## src/rtl/tick_pwm_generator.sv

```systemverilog
// PWM generator driven by a same-domain tick stream: counts rising edges of
// tick_in modulo PERIOD and holds pwm_out high for duty_lat ticks per period.
module tick_pwm_generator #(
  parameter int                 WIDTH  = 8,
  parameter logic [WIDTH-1:0]   PERIOD = WIDTH'(10)
) (
  input  logic             clock_in,
  input  logic             reset,
  input  logic             tick_in,
  input  logic             enable,
  input  logic [WIDTH-1:0] duty,
  output logic             pwm_out,
  output logic             period_done,
  output logic [WIDTH-1:0] tick_count,
  output logic             state_dbg
);

  typedef enum logic {
    IDLE = 1'b0,
    RUN  = 1'b1
  } state_t;

  localparam logic [WIDTH-1:0] LAST_STEP = PERIOD - WIDTH'(1);

  state_t           state;
  state_t           state_next;
  logic             tick_prev;
  logic             tick_rise;
  logic [WIDTH-1:0] duty_lat;
  logic [WIDTH-1:0] duty_next;
  logic [WIDTH-1:0] count_next;
  logic             pwm_next;
  logic             done_next;

  // tick_in is a registered signal on clock_in, so plain edge detection is safe.
  assign tick_rise = tick_in & ~tick_prev;
  assign state_dbg = state;

  always_ff @(posedge clock_in) begin
    if (reset) begin
      state       <= IDLE;
      tick_prev   <= 1'b0;
      duty_lat    <= '0;
      tick_count  <= '0;
      pwm_out     <= 1'b0;
      period_done <= 1'b0;
    end else begin
      state       <= state_next;
      tick_prev   <= tick_in;
      duty_lat    <= duty_next;
      tick_count  <= count_next;
      pwm_out     <= pwm_next;
      period_done <= done_next;
    end
  end

  always_comb begin
    state_next = state;
    duty_next  = duty_lat;
    count_next = tick_count;
    pwm_next   = 1'b0;
    done_next  = 1'b0;
    unique case (state)
      IDLE: begin
        count_next = '0;
        // A tick coinciding with the start request is deliberately not counted.
        if (enable) begin
          state_next = RUN;
          duty_next  = duty;
        end
      end
      RUN: begin
        if (!enable) begin
          // Partial period is abandoned without a period_done.
          state_next = IDLE;
          count_next = '0;
        end else begin
          pwm_next = (tick_count < duty_lat);
          if (tick_rise) begin
            if (tick_count == LAST_STEP) begin
              count_next = '0;
              duty_next  = duty;
              done_next  = 1'b1;
            end else begin
              count_next = tick_count + WIDTH'(1);
            end
          end
        end
      end
      default: state_next = IDLE;
    endcase
  end

endmodule

```

## config.mk

```make
export PLATFORM = sky130hd
export DESIGN_NAME = tick_pwm_generator
export DESIGN_NICKNAME = d
export VERILOG_FILES = /design/src/rtl/tick_pwm_generator.sv
export SDC_FILE = /design/constraint.sdc
export NUM_CORES = 1
export LEC_CHECK = 0
export ABC_CLOCK_PERIOD_IN_PS = 2950
export CELL_PAD_IN_SITES_DETAIL_PLACEMENT = 1
export CELL_PAD_IN_SITES_GLOBAL_PLACEMENT = 2
export CORE_ASPECT_RATIO = 1.5
export CORE_MARGIN = 1.5
export CORE_UTILIZATION = 32
export DETAILED_ROUTE_END_ITERATION = 6
export GPL_TIMING_DRIVEN = 0
export PLACE_DENSITY = 0.86
export SLEW_MARGIN = 5
export SYNTH_ARGS = -nofsm -noshare
export SYNTH_HDL_FRONTEND = slang
export SYNTH_SLANG_ARGS = --single-unit
```

## constraint.sdc

```tcl
create_clock -name clock_in -period 2.95 [get_ports clock_in]
set_clock_uncertainty 0.1 [all_clocks]
set_input_delay 0.59 -clock clock_in [delete_from_list [all_inputs] [get_ports clock_in]]
set_output_delay 0.59 -clock clock_in [all_outputs]
set_load 0.02 [all_outputs]
```

==> results.yml, run 1 <==
worst_hold_path:
  hold_path.class: "reg2reg"
grt:
  grt_use_total: 0.159
  antenna_found_initial: 0
  grt_pass1_wl_um: 4320
  grt_pass1_vias: 991
  grt_start_max_net_pins: 11
  grt_remaining_overflow: 0
finish:
  final_cells: 176
  drive_above_1_share: 0.0588
  antenna_cells: 0
  final_nets: 159
  area_delta_synth_final_pct: 29.6
setup_path:
  cp_num_buf_inv: 1
  worst-path-max-fanout: 8
  path_delay_family: "buffers and inverters"
  worstPathRequired_ns: 2.26
  cp_cell_sequence: "clkdlybuf4s50_1"
  start_kind: "flop"
  cpPeakStageDelay_ns: 0.68
  path_class: "reg2out"
  cp.arrival_ns: 1.50
  critPathSlowestCell: "clkdlybuf4s50_1"
  end_kind: "primary output"
logic_synthesis:
  yosys.cell_types.count: 32
  synthMuxAreaShare: 0.0762
  synth_top_cell_by_area: "dfxtp_1"
  async_flop_share: 0
  netlist_top_cells_area: "dfxtp_1 (38%), ha_1 (11%), mux2i_1 (7.6%)"
  yosysMostFrequentCell: "dfxtp_1"
  synthSimpleGateAreaFrac: 0.212
  syn_inst: 111
  synth_area_um2: 1050
  synth_common_cells: "dfxtp_1 (20), nor2_1 (13), ha_1 (9), nand2_1 (9)"
  synth_fa_ha_area_frac: 0.107
  synth.top_cell.area_share: 0.381
  ys_warn_count: 0
  seq_area_frac_synth: 0.381
  syn_avg_cell_area_um2: 9.47
  synth-edff-count: 0
  synth_top_family_by_area: "simple AND/OR/NAND/NOR gates"
  synthFlopType: "dfxtp_1"
  ys_ff_latch: 20
  synth_compound_area_frac: 0.167
  synthXorXnorAreaFrac: 0.0250
  syn-num-nets: 132
run_status:
  status: "complete, no violations"
clock_tree:
  htreeDepth: 1
  cts_tree: "built"
  insertion_delay_ns: 0.26
  cts_setup_buffers: 0
  cts_hold_buf: 0
  cts.clk_slew.worst_paths_ns: 0.07
  post_cts_resized: 0
  numCtsBuffers: 3
  cts.path.max_buffers: 2
  clock-root-buffer: "clkbuf_8"
  cts.sinks: 20
placement:
  port-buffer-count: 22
  hpwl_um: 2090
  dp_cells: 173
  place_congestion: 0.837
die:
  die_y_um: 73.2
  start_util: 0.336
  core.rowCount: 25
  ios: 23
  coreArea_um2: 3130
  die_w_um: 49.8
  dieArea_um2: 3640
timing:
  post-route-period-util: 0.744
  rsz0062_at_grt: "false"
  maxSlewHeadroom: 0.678
  setup-violations-final: 0
  maxSlewViolCount: 0
  fin_tns_setup_ns: 0
  fmax_mhz: 456
  min_period_ns: 2.19
  worstMarginPinSlew_ns: 0.471
  hold_viol: 0
power:
  vdd_ir_drop_max_uv: 207
  comb_power_share: 0.121
  clockPowerShare: 0.340
  cellPowerDensity_nw_per_um2: 386
  seqPwrFrac: 0.539
  p_leak_uw: 0.000534
  power.switching_uw: 123
  power.internal_uw: 403
  switching_share: 0.234
detailed_routing:
  remaining_drc_errors: 0
  drtPass1Iterations: 4
  avgRoutedWirePerCell_um: 14.6
  avgViaCountPerCell: 5.13
  vias: 903
  drt_iter0_drc: 3
  ant_nets: 0
  routed_wl_um: 2580
job:
  maxCapViolations: 0
-- logic make-up (layout without fill, tap and decap cells) --
group	Yosys count	in the layout
mux	8	8
compound gates	23	23
simple gates	39	39
fa+ha+maj	9	9
xor+xnor	3	3
buf+inv	9	34
flops	20	20
-- final timing paths --
| check | start | endpoint | slack, ns | cells past startpoint |
|---|---|---|---|---|
| worst min-delay path | duty_lat[1]$_SDFFE_PP0P_ | duty_lat[1]$_SDFFE_PP0P_ | 0.40 | 2 |
| worst max-delay path | tick_count[5]$_SDFFE_PP0P_ | tick_count[5] | 0.76 | 1 |
| worst min register to register | duty_lat[1]$_SDFFE_PP0P_ | duty_lat[1]$_SDFFE_PP0P_ | 0.40 | 2 |
| worst max register to register | tick_count[0]$_SDFFE_PP0P_ | duty_lat[4]$_SDFFE_PP0P_ | 1.13 | 5 |
-- metal layers --
layer  track usage  vias up  routed length (um)
met5             0        -                   0
met4        0.0895        0                  87
met3        0.0266        9                  81
met2         0.323       23                1420
met1         0.143      426                 986
li1              -      445                   -
-- power groups by stage --
stage | Clock [uW] | Combinational, uW | Sequential (uW)
4_1_cts | 187 | 65.4 | 283
2_1_floorplan | 0 | 35.0 | 290
5_1_grt | 205 | 70.9 | 285
6_report | 179 | 63.9 | 284
3_3_place_gp | 0 | 61.7 | 289
3_5_place_dp | 0 | 64.8 | 290
-- flip-flops by register name (all words and copies together), names as in the netlist --
signal and cells:
pwm_out 1, tick_count 8, period_done 1, state_dbg 1, duty_lat 8, tick_prev 1
-- through the flow --
stage          hold WS (ns)  setup slack (ns)  utilization  power, uW  cell area, um^2
2_1_floorplan         0.355              1.22            -        325             1050
3_3_place_gp          0.372             0.652        0.422        351             1320
3_5_place_dp          0.387             0.594        0.422        355             1320
4_1_cts               0.405             0.781        0.436        536             1360
5_1_grt               0.453             0.704        0.436        561             1360
6_report              0.400             0.756        0.436        526             1360
-- placed cells by master, fill, tap and decap left out, types with 2 or more instances in the layout --
| cell | count |
|---|---|
| nand2_1 | 9 |
| xor2_1 | 3 |
| nor2_1 | 13 |
| a31oi_1 | 4 |
| ha_1 | 9 |
| a21oi_1 | 5 |
| inv_1 | 8 |
| o21ai_0 | 4 |
| and3_1 | 2 |
| o21a_1 | 2 |
| mux2i_1 | 8 |
| clkdlybuf4s50_1 | 22 |
| clkbuf_8 | 3 |
| dfxtp_1 | 20 |
| nor2b_1 | 5 |
-- layout make-up --
type,count,area [um^2]
repair buffers,22,220
inverters,8,30.0
multi-input cells,82,617
plain buffers,1,3.75
flip-flops and latches,20,400
clock buffers,3,41.3
fillers,366,1770
well taps,40,50.0
No activity file was read; power rests on OpenSTA's default activity.
==> run 2, diff against run 1 <==
- ABC_CLOCK_PERIOD_IN_PS: 2950 -> 2000
- CORE_UTILIZATION: 32 -> 27
- PLACE_DENSITY: 0.86 -> 0.78
- clock period: 2.95 -> 2 ns (I/O delays scaled with it)
==> run 2 against run 1 <==
- final area grew 1.7%
- first-iteration DRC count grew to 4.7 times the previous value
- via count shrank 0.78%
- final cell count grew 2.3%
- critical path depth is the same
- sequential power grew 47%
- register-to-register slack lost 0.95 ns
- critical path type unchanged
- core utilization shrank 6.3 points
- critical endpoint is now tick_count[6]
- power grew 57%
- clock-buffer cell count grew 1
- non-clock buffer count is the same
- worst setup slack lost 0.70 ns
==> results.yml, run 2 (synthesized netlist as in run 1, its figures left out) <==
timing:
  fmax_mhz: 515
  min_period_ns: 1.94
  rsz0062_at_grt: "false"
  fin_tns_setup_ns: 0
  post-route-period-util: 0.971
  maxSlewViolCount: 0
  maxSlewHeadroom: 0.692
  fin_ws_ns: 0.0577
  setup-violations-final: 0
  worstMarginPinSlew_ns: 0.462
  hold_viol: 0
detailed_routing:
  avgViaCountPerCell: 4.98
  avgRoutedWirePerCell_um: 14.2
  drtPass1Iterations: 4
  drt_iter0_drc: 14
  remaining_drc_errors: 0
  routed_wl_um: 2550
  ant_nets: 0
  vias: 896
die:
  die_y_um: 79.4
  core.rowCount: 27
  coreArea_um2: 3720
  dieArea_um2: 4280
  start_util: 0.283
  ios: 23
  die_w_um: 53.9
setup_path:
  path_class: "reg2out"
  worstPathRequired_ns: 1.50
  cp_num_buf_inv: 1
  worst-path-max-fanout: 7
  path_delay_family: "buffers and inverters"
  start_kind: "flop"
  critPathSlowestCell: "clkdlybuf4s50_1"
  cp.arrival_ns: 1.44
  cpPeakStageDelay_ns: 0.67
  crit_cells: 1
  worst-r2r-setup-slack_ns: 0.18
  worstReg2RegEnd: "duty_lat[1]$_SDFFE_PP0P_"
  r2r-start: "tick_count[0]$_SDFFE_PP0P_"
  worstRegToRegCells: 5
  end_kind: "primary output"
  cp_cell_sequence: "clkdlybuf4s50_1"
grt:
  use_met3: 0.0225
  antenna_found_initial: 0
  grt_remaining_overflow: 0
  globalRouteMet1Util: 0.169
  grt_start_max_net_pins: 12
  grt_use_total: 0.141
  grt_pass1_wl_um: 4460
  grt_pass1_vias: 956
  grtUsageMet2: 0.243
  grt.busiest_layer: "met2"
clock_tree:
  cts.path.max_buffers: 2
  cts_setup_buffers: 0
  cts_tree: "built"
  htreeDepth: 1
  cts.clk_slew.worst_paths_ns: 0.08
  clock-root-buffer: "clkbuf_8"
  numCtsBuffers: 3
  cts.sinks: 20
  insertion_delay_ns: 0.26
finish:
  drive_above_1_share: 0.0949
  area_delta_synth_final_pct: 31.9
  antenna_cells: 0
  reg_top3: "duty_lat: 8 flops, tick_count: 8 flops"
  final_nets: 159
  layout_common_cells: "clkdlybuf4s50_1 (22), dfxtp_1 (17), nor2_1 (13)"
  final_cells: 180
  final_common_cell: "clkdlybuf4s50_1"
placement:
  port-buffer-count: 22
  place_congestion: 0.737
  place_ws_ns: -0.174
  dp_cells: 176
  hpwl_um: 2010
worst_hold_path:
  holdPathEnd: "duty_lat[0]$_SDFFE_PP0P_"
  hold_path.class: "reg2reg"
  hold_depth: 2
  worstHoldStart: "duty_lat[0]$_SDFFE_PP0P_"
power:
  p_leak_uw: 0.000544
  cellPowerDensity_nw_per_um2: 596
  vdd_ir_drop_max_uv: 360
  total_power_uw: 827
run_status:
  status: "complete, no violations"
job:
  maxCapViolations: 0
-- run 2: cell count changes in the layout (fill, tap and decap cells not counted) --
cell      previous run  this run
nor2b_1              5         4
dfxtp_2              0         3
clkbuf_8             3         4
dfxtp_1             20        17
nor2b_2              0         1
-- run 2: worst max path at each step --
stage / start / to
after global placement: tick_in / duty_lat[1]$_SDFFE_PP0P_
after CTS: tick_count[2]$_SDFFE_PP0P_ / tick_count[2]
after floorplan: tick_count[0]$_SDFFE_PP0P_ / duty_lat[0]$_SDFFE_PP0P_
after detailed placement: tick_in / duty_lat[1]$_SDFFE_PP0P_
after global routing: tick_count[6]$_SDFFE_PP0P_ / tick_count[6]
final: tick_count[6]$_SDFFE_PP0P_ / tick_count[6]
-- run 2: through the flow --
stage	cell area [um^2]	hold WS, ns	utilization
detailed placement	1330	0.386	0.357
floorplan	1050	0.355	-
finish	1390	0.394	0.373
global placement	1330	0.376	0.357
global route	1390	0.447	0.373
CTS	1380	0.404	0.372
-- run 2: where the power goes --
group | internal (uW) | switching (uW)
sequential | 411 | 7.56
combinational | 50.4 | 44.1
clock | 175 | 139
-- run 2: cell type report --
cell class              count  area [um^2]
plain buffers               1         3.75
clock buffers               4         55.1
fillers                   446         2330
inverters                   8         30.0
multi-input cells          82          619
flip-flops and latches     20          404
well taps                  43         53.8
repair buffers             22          220
-- run 2: what timing repair did --
action	in CTS	in global routing
hold buffers	0	0
gates resized for setup	2	2
setup endpoints to repair	2	6
-- run 2: per-layer routing --
layer | vias to the layer above | wire [um]
met4 | 0 | 20
met2 | 12 | 1400
li1 | 447 | -
met1 | 435 | 1070
met3 | 2 | 61
met5 | - | 0
